[config.mk]
export PLATFORM = sky130hd
export DESIGN_NAME = tqvp_seq_fir_flat
export DESIGN_NICKNAME = d
export VERILOG_FILES = /design/src/rtl/tqvp_fir_pkg.sv /design/src/rtl/tqvp_seq_fir_if.sv /design/src/rtl/tqvp_fir_mac.sv /design/src/rtl/tqvp_seq_fir.sv /design/src/flat_wrapper.sv
export SDC_FILE = /design/constraint.sdc
export NUM_CORES = 1
export LEC_CHECK = 0
export ABC_CLOCK_PERIOD_IN_PS = 8230
export CAP_MARGIN = 20
export CORE_UTILIZATION = 63
export CTS_CLUSTER_DIAMETER = 80
export CTS_CLUSTER_SIZE = 25
export DETAILED_ROUTE_END_ITERATION = 8
export HOLD_SLACK_MARGIN = 0.05
export PLACE_DENSITY_LB_ADDON = 0.08
export SYNTH_ARGS = -nofsm -noshare
export SYNTH_HDL_FRONTEND = slang
export SYNTH_SLANG_ARGS = --single-unit
[constraint.sdc]
create_clock -name clk -period 8.23 [get_ports clk]
set_clock_uncertainty 0.1 [all_clocks]
set_input_delay 2.469 -clock clk [delete_from_list [all_inputs] [get_ports clk]]
set_output_delay 2.469 -clock clk [all_outputs]
set_load 0.01 [all_outputs]
[src/rtl/tqvp_fir_pkg.sv]
// Shared constants, types and helpers for the sequential-MAC FIR peripheral.
package tqvp_fir_pkg;

  localparam int unsigned ADDR_W = 4;
  localparam int unsigned DATA_W = 8;

  localparam logic [ADDR_W-1:0] ADDR_CTRL   = 4'd0;
  localparam logic [ADDR_W-1:0] ADDR_STATUS = 4'd1;
  localparam logic [ADDR_W-1:0] ADDR_IDX    = 4'd2;
  localparam logic [ADDR_W-1:0] ADDR_COEFF  = 4'd3;
  localparam logic [ADDR_W-1:0] ADDR_SAMPLE = 4'd4;
  localparam logic [ADDR_W-1:0] ADDR_OUT    = 4'd5;
  localparam logic [ADDR_W-1:0] ADDR_RSVD   = 4'd6;
  localparam logic [ADDR_W-1:0] ADDR_UI     = 4'd7;

  localparam int unsigned CTRL_EN     = 0;
  localparam int unsigned CTRL_SIGNED = 1;
  localparam int unsigned CTRL_SAT    = 2;
  localparam int unsigned CTRL_CLR    = 3;

  localparam int unsigned STAT_BUSY = 0;
  localparam int unsigned STAT_DONE = 1;
  localparam int unsigned STAT_OVR  = 2;

  // Persistent control bits, laid out to match the register's bit positions.
  typedef struct packed {
    logic sat;
    logic sgn;
    logic en;
  } ctrl_t;

  typedef enum logic [1:0] {
    IDLE   = 2'd0,
    MAC    = 2'd1,
    FINISH = 2'd2
  } fir_state_e;

  function automatic logic [3:0] wrap_idx(input logic [3:0] v, input int unsigned n);
    int unsigned t;
    t = 32'(v) % n;
    return 4'(t);
  endfunction

endpackage

[src/rtl/tqvp_seq_fir_if.sv]
// tinyQV local peripheral bus: address, write strobe, write data and read data.
interface tqvp_seq_fir_if;
  import tqvp_fir_pkg::*;

  logic [ADDR_W-1:0] address;
  logic              data_write;
  logic [DATA_W-1:0] data_in;
  logic [DATA_W-1:0] data_out;

  modport master (output address, output data_write, output data_in, input data_out);
  modport slave  (input address, input data_write, input data_in, output data_out);
endinterface

[src/rtl/tqvp_fir_mac.sv]
// Shared 8x8 multiplier (signed or unsigned) feeding a clearable accumulator.
module tqvp_fir_mac #(
  parameter int unsigned ACC_W = 20
) (
  input  logic                    clk,
  input  logic                    rst_n,
  input  logic                    clr_i,
  input  logic                    acc_en_i,
  input  logic                    signed_i,
  input  logic [7:0]              coef_i,
  input  logic [7:0]              sample_i,
  output logic signed [ACC_W-1:0] acc_o
);
  localparam int unsigned OP_W   = 9;
  localparam int unsigned PROD_W = 18;

  logic signed [OP_W-1:0]   coef_ext_c;
  logic signed [OP_W-1:0]   sample_ext_c;
  logic signed [PROD_W-1:0] prod_c;
  logic signed [ACC_W-1:0]  acc_q;
  logic signed [ACC_W-1:0]  acc_d;

  // A 9-bit signed operand covers both the unsigned and two's-complement byte ranges.
  always_comb begin
    coef_ext_c   = {signed_i & coef_i[7], coef_i};
    sample_ext_c = {signed_i & sample_i[7], sample_i};
    prod_c       = PROD_W'(coef_ext_c) * PROD_W'(sample_ext_c);
    acc_d        = acc_q;
    if (clr_i) begin
      acc_d = '0;
    end else if (acc_en_i) begin
      acc_d = acc_q + ACC_W'(prod_c);
    end
  end

  always_ff @(posedge clk or negedge rst_n) begin
    if (!rst_n) begin
      acc_q <= '0;
    end else begin
      acc_q <= acc_d;
    end
  end

  assign acc_o = acc_q;

endmodule

[src/rtl/tqvp_seq_fir.sv]
// Sequential-MAC FIR peripheral: one product per cycle over TAPS taps per sample.
// Define FIR_ROUND_EN to round half up before the output shift instead of truncating.
module tqvp_seq_fir
  import tqvp_fir_pkg::*;
#(
  parameter int unsigned TAPS  = 8,
  parameter int unsigned SHIFT = 8,
  parameter int unsigned ACC_W = 16 + $clog2(TAPS) + 1
) (
  input  logic       clk,
  input  logic       rst_n,
  input  logic [7:0] ui_in,
  output logic [7:0] uo_out,
  tqvp_seq_fir_if.slave bus
);
  localparam int unsigned TAP_W = (TAPS > 1) ? $clog2(TAPS) : 1;
  localparam int unsigned RES_W = ACC_W + 1;
  localparam logic [7:0]  COEF_RST = 8'(((256 / TAPS) > 255) ? 255 : (256 / TAPS));
  localparam logic [3:0]  IDX_LAST = 4'(TAPS - 1);
  localparam logic [TAP_W-1:0] TAP_LAST = TAP_W'(TAPS - 1);

  localparam logic signed [RES_W-1:0] S_MAX = RES_W'(127);
  localparam logic signed [RES_W-1:0] S_MIN = RES_W'(-128);
  localparam logic signed [RES_W-1:0] U_MAX = RES_W'(255);
  localparam logic signed [RES_W-1:0] U_MIN = '0;
`ifdef FIR_ROUND_EN
  localparam logic signed [RES_W-1:0] RND = RES_W'((SHIFT > 0) ? (1 << (SHIFT - 1)) : 0);
`else
  localparam logic signed [RES_W-1:0] RND = '0;
`endif

  fir_state_e       state_q, state_d;
  logic [TAP_W-1:0] tap_q, tap_d;
  ctrl_t            ctrl_q, ctrl_d;
  logic             busy_q, busy_d;
  logic             done_q, done_d;
  logic             ovr_q, ovr_d;
  logic [3:0]       idx_q, idx_d;
  logic [7:0]       coef_q [TAPS];
  logic [7:0]       coef_d [TAPS];
  logic [7:0]       x_q [TAPS];
  logic [7:0]       x_d [TAPS];
  logic [7:0]       out_q, out_d;

  logic wr_ctrl_c, wr_stat_c, wr_idx_c, wr_coef_c, wr_samp_c;
  logic mac_clr_c, mac_en_c, abort_c;
  logic signed [ACC_W-1:0] mac_acc;
  logic signed [RES_W-1:0] pre_c, shifted_c;
  logic [7:0] y_c;
  logic [7:0] rd_data_c;

  assign wr_ctrl_c = bus.data_write && (bus.address == ADDR_CTRL);
  assign wr_stat_c = bus.data_write && (bus.address == ADDR_STATUS);
  assign wr_idx_c  = bus.data_write && (bus.address == ADDR_IDX);
  assign wr_coef_c = bus.data_write && (bus.address == ADDR_COEFF);
  assign wr_samp_c = bus.data_write && (bus.address == ADDR_SAMPLE);

  tqvp_fir_mac #(.ACC_W(ACC_W)) u_mac (
    .clk      (clk),
    .rst_n    (rst_n),
    .clr_i    (mac_clr_c),
    .acc_en_i (mac_en_c),
    .signed_i (ctrl_q.sgn),
    .coef_i   (coef_q[tap_q]),
    .sample_i (x_q[tap_q]),
    .acc_o    (mac_acc)
  );

  // Scale and clamp; unsigned accumulations never reach the sign bit, so one signed path serves both modes.
  always_comb begin
    pre_c     = RES_W'(mac_acc) + RND;
    shifted_c = pre_c >>> SHIFT;
    y_c       = shifted_c[7:0];
    if (ctrl_q.sat) begin
      if (ctrl_q.sgn) begin
        if (shifted_c > S_MAX)      y_c = 8'h7F;
        else if (shifted_c < S_MIN) y_c = 8'h80;
      end else begin
        if (shifted_c > U_MAX)      y_c = 8'hFF;
        else if (shifted_c < U_MIN) y_c = 8'h00;
      end
    end
  end

  // Register writes and FSM next state.
  always_comb begin
    state_d   = state_q;
    tap_d     = tap_q;
    ctrl_d    = ctrl_q;
    busy_d    = 1'b0;
    done_d    = done_q;
    ovr_d     = ovr_q;
    idx_d     = idx_q;
    coef_d    = coef_q;
    x_d       = x_q;
    out_d     = out_q;
    mac_clr_c = 1'b0;
    mac_en_c  = 1'b0;
    abort_c   = 1'b0;

    if (wr_ctrl_c) begin
      ctrl_d = ctrl_t'(bus.data_in[2:0]);
      if (bus.data_in[CTRL_CLR]) begin
        for (int unsigned k = 0; k < TAPS; k++) x_d[k] = '0;
        abort_c = (state_q != IDLE);
      end
    end
    if (wr_stat_c && bus.data_in[STAT_OVR]) ovr_d = 1'b0;
    if (wr_idx_c) idx_d = wrap_idx(bus.data_in[3:0], TAPS);
    if (wr_coef_c) begin
      coef_d[TAP_W'(idx_q)] = bus.data_in;
      idx_d = (idx_q == IDX_LAST) ? 4'd0 : idx_q + 4'd1;
    end

    case (state_q)
      IDLE: begin
        if (wr_samp_c) begin
          for (int unsigned k = 1; k < TAPS; k++) x_d[k] = x_q[k-1];
          x_d[0] = bus.data_in;
          if (ctrl_q.en) begin
            done_d    = 1'b0;
            mac_clr_c = 1'b1;
            tap_d     = '0;
            state_d   = MAC;
          end
        end
      end
      MAC: begin
        mac_en_c = 1'b1;
        busy_d   = 1'b1;
        if (tap_q == TAP_LAST) begin
          tap_d   = '0;
          state_d = FINISH;
        end else begin
          tap_d = tap_q + TAP_W'(1);
        end
      end
      FINISH: begin
        out_d   = y_c;
        done_d  = 1'b1;
        state_d = IDLE;
      end
      default: state_d = IDLE;
    endcase

    // Set has priority over a same-cycle write-1-clear.
    if (wr_samp_c && (state_q != IDLE)) ovr_d = 1'b1;

    if (abort_c) begin
      state_d  = IDLE;
      tap_d    = '0;
      busy_d   = 1'b0;
      mac_en_c = 1'b0;
      out_d    = out_q;
      done_d   = done_q;
    end
  end

  always_ff @(posedge clk or negedge rst_n) begin
    if (!rst_n) begin
      state_q <= IDLE;
      tap_q   <= '0;
      ctrl_q  <= '0;
      busy_q  <= 1'b0;
      done_q  <= 1'b0;
      ovr_q   <= 1'b0;
      idx_q   <= '0;
      out_q   <= '0;
      for (int unsigned k = 0; k < TAPS; k++) begin
        coef_q[k] <= COEF_RST;
        x_q[k]    <= '0;
      end
    end else begin
      state_q <= state_d;
      tap_q   <= tap_d;
      ctrl_q  <= ctrl_d;
      busy_q  <= busy_d;
      done_q  <= done_d;
      ovr_q   <= ovr_d;
      idx_q   <= idx_d;
      out_q   <= out_d;
      coef_q  <= coef_d;
      x_q     <= x_d;
    end
  end

  always_comb begin
    rd_data_c = '0;
    case (bus.address)
      ADDR_CTRL:   rd_data_c = {5'b0, ctrl_q};
      ADDR_STATUS: rd_data_c = {5'b0, ovr_q, done_q, busy_q};
      ADDR_IDX:    rd_data_c = {4'b0, idx_q};
      ADDR_COEFF:  rd_data_c = coef_q[TAP_W'(idx_q)];
      ADDR_SAMPLE: rd_data_c = x_q[0];
      ADDR_OUT:    rd_data_c = out_q;
      ADDR_RSVD:   rd_data_c = '0;
      ADDR_UI:     rd_data_c = ui_in;
      default:     rd_data_c = '0;
    endcase
  end

  assign bus.data_out = rd_data_c;
  assign uo_out       = out_q;

endmodule

[src/flat_wrapper.sv]
// flat-port wrapper written by rule: the top's interface ports become plain ports
module tqvp_seq_fir_flat import tqvp_fir_pkg::*;
#(
  parameter int unsigned TAPS  = 8,
  parameter int unsigned SHIFT = 8,
  parameter int unsigned ACC_W = 16 + $clog2(TAPS) + 1
)
  (clk, rst_n, ui_in, uo_out, bus_address, bus_data_write, bus_data_in, bus_data_out);
  tqvp_seq_fir_if bus_i ();
  input  logic clk;
  input  logic rst_n;
  input  logic [7:0] ui_in;
  output logic [7:0] uo_out;
  input wire logic [$bits(bus_i.address)-1:0] bus_address;
  input wire logic [$bits(bus_i.data_write)-1:0] bus_data_write;
  input wire logic [$bits(bus_i.data_in)-1:0] bus_data_in;
  output wire logic [$bits(bus_i.data_out)-1:0] bus_data_out;
  assign bus_i.address = bus_address;
  assign bus_i.data_write = bus_data_write;
  assign bus_i.data_in = bus_data_in;
  assign bus_data_out = bus_i.data_out;
  tqvp_seq_fir #(.TAPS(TAPS), .SHIFT(SHIFT), .ACC_W(ACC_W)) u_core (.clk(clk), .rst_n(rst_n), .ui_in(ui_in), .uo_out(uo_out), .bus(bus_i));
endmodule
==> results.py, run 1 <==
metrics = {
    "timing": {
        "final.setup.tns_ns": 0,
        "rsz0062_at_grt": "false",
        "period_needed_ns": 7.35,
        "min_period_over_period_pct": 89.3,
        "setup_viol": 0,
        "hold_viol": 0,
        "maxSlewViolCount": 0,
        "worst_pin_slew_ns": 1.09,
        "slew_headroom_pct": 27.3,
        "max_freq_mhz": 136,
    },
    "flow_run": {
        "maxCapViolations": 0,
    },
    "final_layout": {
        "syn2layout_area_growth_pct": 8.66,
        "num-fill-cells": 1451,
        "final_cell_mix": "192 x nand2_1, 162 x dfrtp_1, 141 x inv_1",
        "antennaDiodeCount": 0,
        "mostFrequentLayoutCell": "nand2_1",
        "fin_area_um2": 14000,
        "drive_gt1_share_pct": 15.6,
        "fin_nets": 1453,
    },
    "synthesis": {
        "ys_warn_count": 0,
        "synth-edff-count": 0,
        "synth_top_flop_cell": "dfrtp_1",
        "synth_top_area_share_pct": 31.6,
        "synth_area_leaders": "dfrtp_1 32%, fa_1 14%, mux2_2 7.6%, mux4_2 5.9%, nand2_1 5.6%",
        "syn_nets": 1446,
        "synth_seq_cells": 171,
        "synthCells": 1278,
        "ys_types": 68,
        "syn_area_um2": 12900,
        "ys_seq_area_share_pct": 33.3,
        "syn_area_per_cell_um2": 10.1,
        "async_flop_share_pct": 100,
        "synth_largest_area_cell": "dfrtp_1",
    },
    "global_route": {
        "grt_max_degree": 130,
        "grt_usage_pct": 30.6,
        "grt-ovfl-total": 0,
        "grt_pass1_wl_um": 49800,
        "antenna_found_initial": 0,
        "grt_pass1_vias": 9273,
    },
    "power_and_ir_drop": {
        "swShare_pct": 43.3,
        "irDropWorstVdd_v": 0.000191,
        "seqPwrFrac_pct": 32.7,
        "p_comb_share_pct": 46.3,
        "power.density_nw_per_um2": 273,
        "power.static_leakage_nw": 6.45,
        "clkPwrFrac_pct": 21.0,
        "p_switching_mw": 1.66,
        "p_int_mw": 2.17,
    },
    "clocking": {
        "cts_buffers": 17,
        "clock_sinks": 171,
        "clk_latency_ns": 0.45,
        "cts_resized": 0,
        "cts_tree": "yes",
        "cts-htree-levels": 4,
        "clk_pin_slew_ns": 0.08,
        "cts_root_buf": "clkbuf_16",
        "cts_hold_buf": 0,
        "clock_path_buffers": 2,
        "postCtsSetupBuffers": 0,
    },
    "setup_path": {
        "critPathMaxStageDelay_ns": 0.94,
        "r2r-end": "u_core.u_mac.acc_o[19]",
        "start_kind": "input port",
        "timing.rr.start": "u_core.tap_q[1]",
        "r2r_cells": 19,
        "crit_arrival_ns": 4.78,
        "endpoint_kind": "output pin",
        "crit_chain": "clkdlybuf4s50_1 > nand2b_1 > o32a_1 > o21ai_0 > clkdlybuf4s50_1",
        "startpoint": "bus_address[2]",
        "crit_required_ns": 5.66,
        "path_max_fanout": 15,
        "critPathKind": "input port to output pin",
        "critPathSlowestCell": "clkdlybuf4s50_1",
        "r2r_slack_ns": 1.20,
        "crit_top_cell": "clkdlybuf4s50_1",
        "cp-endpoint": "bus_data_out[2]",
    },
    "routing": {
        "dr.pass1.iters": 5,
        "final_antenna_net_count": 0,
        "wirelength_um": 30600,
        "via_per_inst": 6.03,
        "drt_iter0_markers": 753,
        "wire_per_inst_um": 19.5,
        "route.detailed.drc": 0,
        "vias": 9429,
    },
    "placed_design": {
        "hpwl_um": 21700,
        "io_buffer_count": 38,
        "gp_congestion": 0.907,
        "placed_area_um2": 13400,
    },
    "floorplan": {
        "start_util_pct": 65.2,
        "die-area_um2": 21000,
        "dieWidth_um": 145,
        "io-pin-count": 39,
        "die_h_um": 145,
        "core_area_um2": 19800,
        "row_count": 51,
    },
    "min_path": {
        "hold_path_class": "flop to flop",
    },
    "status": {
        "outcome": "complete, no violations",
    },
}
-- worst max-delay path, delay by kind of cell --
kind                   cells  cell delay [ns]
and+or+nand+nor            1             0.34
buffers and inverters      2             1.50
AOI/OAI and AO/OA          2             0.47
-- logic make-up after synthesis --
logic type / count (synthesis) / share of synthesized area (%)
fa+ha+maj: 145 / 19.4
xor+xnor: 16 / 1.09
simple gates: 365 / 13.5
flops: 171 / 33.3
mux: 148 / 16.0
buf+inv: 208 / 6.42
compound gates: 225 / 10.3
-- power by group through the flow --
stage	logic (mW)	clock network [mW]	registers [mW]
floorplan	1.40	0	1.11
global placement	1.70	0	1.25
detailed placement	1.76	0	1.26
CTS	1.77	0.814	1.25
global route	1.98	0.845	1.27
finish	1.77	0.805	1.25
-- registers in the layout, indices dropped and copies added, names as in the netlist --
signal and flops:
u_core.busy_q 1, u_core.coef_q 64, u_core.ctrl_q 3, u_core.done_q 1, u_core.idx_q 4, u_core.ovr_q 1
u_core.state_q 2, u_core.tap_q 3, u_core.u_mac.acc_o 20, u_core.uo_out 8, u_core.x_q 64
-- routing by layer --
layer	wire, um	GRT usage [%]	up-vias
li1	-	-	4346
met1	13300	41.8	4726
met2	14900	50.3	292
met3	1340	3.96	65
met4	976	11.3	0
met5	0	0	-
-- layout make-up --
class / instances / area, um^2 / area share, %
Multi-Input combinational cell: 899 / 7780 / 55.5
Sequential cell: 171 / 4290 / 30.6
Inverter: 142 / 533 / 3.81
Timing Repair Buffer: 54 / 502 / 3.58
Clock buffer: 18 / 429 / 3.06
Tap cell: 265 / 332 / 2.37
Clock inverter: 14 / 140 / 1.00
-- synth_stat cells, drive strengths merged, types with 32 or more instances --
master / number
dfrtp: 163
inv: 141
ha: 54
o21ai: 100
fa: 91
a21oi: 52
mux2: 87
nand2: 192
clkbuf: 34
nor2: 67
buf: 32
mux4: 34
-- worst min-delay path by stage --
| stage | startpoint | to | slack, ns | depth (start not counted) |
|---|---|---|---|---|
| 2_1_floorplan | u_core.idx_q[3] | u_core.idx_q[3] | 0.35 | 1 |
| 3_3_place_gp | u_core.idx_q[3] | u_core.idx_q[3] | 0.37 | 1 |
| 3_5_place_dp | u_core.idx_q[3] | u_core.idx_q[3] | 0.38 | 1 |
| 4_1_cts | u_core.idx_q[3] | u_core.idx_q[3] | 0.39 | 1 |
| 5_1_grt | u_core.idx_q[3] | u_core.idx_q[3] | 0.42 | 1 |
| 6_report | u_core.idx_q[3] | u_core.idx_q[3] | 0.40 | 1 |
-- stage by stage --
step	setup WS (ns)	hold slack (ns)	utilization, %	power, mW	instances
after floorplan	2.06	0.347	-	2.51	1278
after global placement	0.914	0.371	67.9	2.96	1531
after detailed placement	0.915	0.382	67.9	3.02	1531
after CTS	0.913	0.390	70.8	3.83	1563
after global routing	0.773	0.417	70.8	4.10	1563
final	0.882	0.398	70.8	3.83	1563
Power figures use the tool's default switching activity.
==> run 2, diff against run 1 <==
--- a/config.mk
+++ b/config.mk
@@ -11,6 +11,7 @@
 export CTS_CLUSTER_DIAMETER = 80
 export CTS_CLUSTER_SIZE = 25
 export DETAILED_ROUTE_END_ITERATION = 8
+export GPL_TIMING_DRIVEN = 0
 export HOLD_SLACK_MARGIN = 0.05
 export PLACE_DENSITY_LB_ADDON = 0.08
 export SYNTH_ARGS = -nofsm -noshare
==> run 2 against run 1 <==
- register-to-register slack improved by 0.02 ns
- critical path type unchanged
- highest routed layer unchanged
- first-iteration DRC count is 10% higher
- setup slack worse by 0.17 ns
- sequential share of layout area shrank 0.49 points
- count of clock-buffer cells in the layout is 1 lower
- non-clock buffer count up 49
- critical endpoint is now bus_data_out[7]
==> results.py, run 2 (same netlist as run 1, synthesis figures left out) <==
metrics = {
    "setup_path": {
        "critPathKind": "input port to output pin",
        "endpoint_kind": "output pin",
        "crit_arrival_ns": 4.95,
        "start_kind": "input port",
        "crit_required_ns": 5.66,
        "path_max_fanout": 10,
    },
    "timing": {
        "period_needed_ns": 7.52,
        "rsz0062_at_grt": "false",
        "min_period_over_period_pct": 91.3,
        "setup_viol": 0,
        "worst_pin_slew_ns": 0.904,
        "maxSlewViolCount": 0,
        "max_freq_mhz": 133,
        "hold_viol": 0,
        "final.setup.tns_ns": 0,
        "setup_slack_ns": 0.715,
        "slew_headroom_pct": 39.7,
        "holdWs_ns": 0.390,
    },
    "clocking": {
        "clock_path_buffers": 2,
        "cts_resized": 0,
        "cts-htree-levels": 4,
        "cts_hold_buf": 0,
        "postCtsSetupBuffers": 0,
        "clk_pin_slew_ns": 0.07,
        "cts_buffers": 17,
        "clock_sinks": 171,
        "cts_root_buf": "clkbuf_16",
        "cts_tree": "yes",
        "clk_latency_ns": 0.44,
    },
    "routing": {
        "via_per_inst": 6.14,
        "wirelength_um": 33600,
        "final_antenna_net_count": 0,
        "dr.pass1.iters": 5,
        "vias": 9910,
        "wire_per_inst_um": 20.8,
        "route.detailed.drc": 0,
        "drt_iter0_markers": 831,
    },
    "power_and_ir_drop": {
        "power.density_nw_per_um2": 275,
        "power.static_leakage_nw": 6.58,
        "p_int_mw": 2.19,
        "p_switching_mw": 1.73,
        "seqPwrFrac_pct": 30.0,
        "irDropWorstVdd_v": 0.000267,
        "p_comb_share_pct": 48.4,
        "clkPwrFrac_pct": 21.6,
        "swShare_pct": 44.1,
    },
    "placed_design": {
        "io_buffer_count": 36,
        "hpwl_um": 24500,
        "gp_congestion": 0.901,
        "dpl_worst_slack_ns": 0.739,
    },
    "floorplan": {
        "die-area_um2": 21000,
        "row_count": 51,
        "die_h_um": 145,
        "dieWidth_um": 145,
        "io-pin-count": 39,
        "start_util_pct": 65.2,
        "core_area_um2": 19800,
    },
    "final_layout": {
        "fin_nets": 1502,
        "syn2layout_area_growth_pct": 10.4,
        "num-fill-cells": 1495,
        "mostFrequentLayoutCell": "nand2_1",
        "drive_gt1_share_pct": 16.1,
        "final_cell_mix": "192 x nand2_1, 163 x dfrtp_1, 141 x inv_1",
    },
    "flow_run": {
        "maxCapViolations": 0,
    },
    "global_route": {
        "grt_usage_pct": 33.4,
        "grt_pass1_wl_um": 53900,
        "grt-ovfl-total": 0,
        "grt_pass1_vias": 9974,
        "grt_max_degree": 92,
        "antenna_found_initial": 1,
    },
    "status": {
        "outcome": "complete, no violations",
    },
    "min_path": {
        "hold_path_class": "flop to flop",
    },
}
## run 2: cell types whose count changed in the layout (fill, tap and decap cells not counted), sizes merged
cell,delta
inv,-2
clkdlybuf4s50,-2
diode,+1
clkinv,+2
buf,+17
clkbuf,+33
clkinvlp,+1
## run 2: power by group through the flow
| stage | registers (mW) | logic, mW | clock network [mW] |
|---|---|---|---|
| after floorplan | 1.11 | 1.40 | 0 |
| after global placement | 1.18 | 1.82 | 0 |
| after detailed placement | 1.18 | 1.88 | 0 |
| after CTS | 1.17 | 1.89 | 0.852 |
| after global routing | 1.19 | 2.10 | 0.884 |
| final | 1.18 | 1.90 | 0.845 |
## run 2: stage by stage
step | cell area (um^2) | power, mW | util [%] | instances
2_1_floorplan | 12900 | 2.51 | - | 1278
3_3_place_gp | 13600 | 3.00 | 68.7 | 1579
3_5_place_dp | 13600 | 3.06 | 68.8 | 1580
4_1_cts | 14200 | 3.91 | 71.9 | 1612
5_1_grt | 14200 | 4.18 | 71.9 | 1612
6_report | 14200 | 3.92 | 71.9 | 1613
## run 2: metal layers
layer	up-vias	track usage [%]	share of wire (%)
met1	4947	44.8	42
met5	-	0	0
met2	409	52.1	47
li1	4467	-	-
met4	0	16.4	4.1
met3	87	6.79	7.4
## run 2: cell type report
class	instances	area, um^2	area share, %
repair buffers	37	393	2.76
inverters	142	533	3.75
multi-input cells	899	7770	54.6
diodes	1	2.50	0.0176
flip-flops and latches	171	4290	30.1
well taps	265	332	2.33
clock buffers	17	425	2.99
clock inverters	15	188	1.32
plain buffers	66	294	2.07
## run 2: critical path: stages
cell             delay [ns]
clkdlybuf4s50_1        0.64
clkbuf_1               0.39
clkbuf_1               0.45
a22oi_1                0.14
o22ai_1                0.27
clkdlybuf4s50_1        0.59
## run 2: worst paths after layout
path | slack [ns] | to | start | cells after the start
max in group asynchronous | 5.23 | u_core.coef_q[53] | rst_n | 2
worst min register to register | 0.39 | u_core.idx_q[3] | u_core.idx_q[3] | 1
min in group asynchronous | 1.89 | u_core.u_mac.acc_o[5] | rst_n | 1
worst min-delay path | 0.39 | u_core.idx_q[3] | u_core.idx_q[3] | 1
worst max-delay path | 0.71 | bus_data_out[7] | bus_address[0] | 6
worst max register to register | 1.22 | u_core.u_mac.acc_o[19] | u_core.tap_q[1] | 20
==> run 3, diff against run 2 <==
--- a/config.mk
+++ b/config.mk
@@ -13,7 +13,7 @@
 export DETAILED_ROUTE_END_ITERATION = 8
 export GPL_TIMING_DRIVEN = 0
 export HOLD_SLACK_MARGIN = 0.05
-export PLACE_DENSITY_LB_ADDON = 0.08
+export PLACE_DENSITY = 0.81
 export SYNTH_ARGS = -nofsm -noshare
 export SYNTH_HDL_FRONTEND = slang
 export SYNTH_SLANG_ARGS = --single-unit
==> run 3 against run 2 <==
- count of clock-buffer cells in the layout rose by 3
- critical path type unchanged
- combinational power barely moved
- setup slack improved by 0.033 ns
- wire length rose by 2.1%
- largest cell class unchanged
- highest routed layer unchanged
- total power rose by 0.70%
- hold slack improved by 0.0010 ns
- global-route usage rose by 0.76 points
- design area barely moved
==> results.py, run 3 (same netlist as run 1, synthesis figures left out) <==
metrics = {
    "placed_design": {
        "dpl_worst_slack_ns": 0.804,
        "io_buffer_count": 36,
        "gp_congestion": 0.919,
        "hpwl_um": 24600,
    },
    "setup_path": {
        "endpoint_kind": "output pin",
        "path_max_fanout": 10,
        "critPathSlowestCell": "clkdlybuf4s50_1",
        "start_kind": "input port",
        "crit_required_ns": 5.66,
        "critPathTopFamily": "buffers and inverters",
        "r2r_slack_ns": 1.21,
        "critPathMaxStageDelay_ns": 0.61,
        "crit_buf_inv": 3,
        "crit_top_cell": "clkdlybuf4s50_1",
        "crit_arrival_ns": 4.91,
        "crit_chain": "clkdlybuf4s50_1 > clkbuf_1 > nand3_1 > o22ai_1 > clkdlybuf4s50_1",
        "critPathKind": "input port to output pin",
    },
    "timing": {
        "setup_slack_ns": 0.747,
        "setup_viol": 0,
        "hold_viol": 0,
        "period_needed_ns": 7.48,
        "max_freq_mhz": 134,
        "maxSlewViolCount": 0,
        "rsz0062_at_grt": "false",
        "min_period_over_period_pct": 90.9,
        "slew_headroom_pct": 45.5,
        "worst_pin_slew_ns": 0.817,
        "holdWs_ns": 0.391,
    },
    "routing": {
        "dr.max_layer_used": "met4",
        "vias": 10200,
        "met1Wirelength_um": 13600,
        "wl_met2_um": 16600,
        "wirelength_um": 34300,
        "dr.pass1.iters": 5,
        "wire_per_inst_um": 21.3,
        "wl_met3_um": 2650,
        "route.detailed.drc": 0,
        "final_antenna_net_count": 0,
        "drt_iter0_markers": 1005,
        "via_per_inst": 6.31,
    },
    "global_route": {
        "antenna_found_initial": 0,
        "grt-ovfl-total": 0,
        "grt_pass1_vias": 10300,
        "grt_pass1_wl_um": 55100,
        "grt_usage_pct": 34.2,
        "grt_max_degree": 126,
    },
    "final_layout": {
        "final_cell_mix": "192 x nand2_1, 163 x dfrtp_1, 141 x inv_1",
        "final_core_util_pct": 71.9,
        "drive_gt1_share_pct": 16.0,
        "antennaDiodeCount": 0,
        "fin_nets": 1502,
        "num-fill-cells": 1378,
        "multi_input_area_um2": 7770,
        "seq_area_um2": 4290,
        "mostFrequentLayoutCell": "nand2_1",
        "syn2layout_area_growth_pct": 10.3,
    },
    "floorplan": {
        "die_h_um": 145,
        "die-area_um2": 21000,
        "core_area_um2": 19800,
        "io-pin-count": 39,
        "dieWidth_um": 145,
        "start_util_pct": 65.2,
        "row_count": 51,
    },
    "clocking": {
        "clk_latency_ns": 0.45,
        "postCtsSetupBuffers": 0,
        "cts-htree-levels": 4,
        "cts_tree": "yes",
        "clock_sinks": 171,
        "clk_pin_slew_ns": 0.07,
        "cts_buffers": 17,
        "clock_path_buffers": 2,
        "cts_hold_buf": 0,
        "cts_resized": 0,
        "cts_root_buf": "clkbuf_16",
    },
    "status": {
        "outcome": "complete, no violations",
    },
    "power_and_ir_drop": {
        "irDropWorstVdd_v": 0.000178,
        "power.static_leakage_nw": 6.59,
        "power.density_nw_per_um2": 277,
        "power_mw": 3.94,
    },
    "min_path": {
        "hold_path_class": "flop to flop",
    },
    "flow_run": {
        "maxCapViolations": 0,
    },
}
[run 3: per-layer routing]
layer / vias to the layer above / GRT usage (%)
li1: 4446 / -
met1: 5062 / 44.4
met5: - / 0
met4: 0 / 15.0
met2: 531 / 56.1
met3: 127 / 6.51
[run 3: final timing paths]
| kind | startpoint | end | cells after the start |
|---|---|---|---|
| min in group asynchronous | rst_n | u_core.u_mac.acc_o[3] | 1 |
| min | u_core.ovr_q | u_core.ovr_q | 2 |
| max in group asynchronous | rst_n | u_core.coef_q[0] | 2 |
| max reg2reg | u_core.tap_q[1] | u_core.u_mac.acc_o[19] | 20 |
| min reg2reg | u_core.ovr_q | u_core.ovr_q | 2 |
| max | bus_address[1] | bus_data_out[6] | 5 |
[run 3: final cells by class]
type	count	area share, %
Timing Repair Buffer	37	2.76
Clock inverter	12	1.06
Clock buffer	20	3.21
Tap cell	265	2.33
Multi-Input combinational cell	899	54.7
Buffer	66	2.07
Sequential cell	171	30.2
Inverter	142	3.75
[run 3: through the flow]
stage	instances	area, um^2	TNS (ns)
after global placement	1579	13600	-406.02
final	1612	14200	0
after global routing	1612	14200	0
after detailed placement	1580	13600	0
after CTS	1612	14200	0
after floorplan	1278	12900	0
[run 3: worst reg2reg max path, delay by kind of cell, from the launching register on]
family,cells,cell delay (ns)
buf+inv,5,1.30
mux,2,0.78
compound gates,1,0.08
simple gates,6,1.50
fa+ha+maj,6,2.84
flops,1,0.35
[run 3: power by group]
group | switching (mW) | total, mW | leakage [nW] | internal (mW)
clock | 0.385 | 0.859 | 0.302 | 0.475
combinational | 1.13 | 1.91 | 4.00 | 0.780
sequential | 0.172 | 1.17 | 2.29 | 1.00
total | 1.69 | 3.94 | 6.59 | 2.26
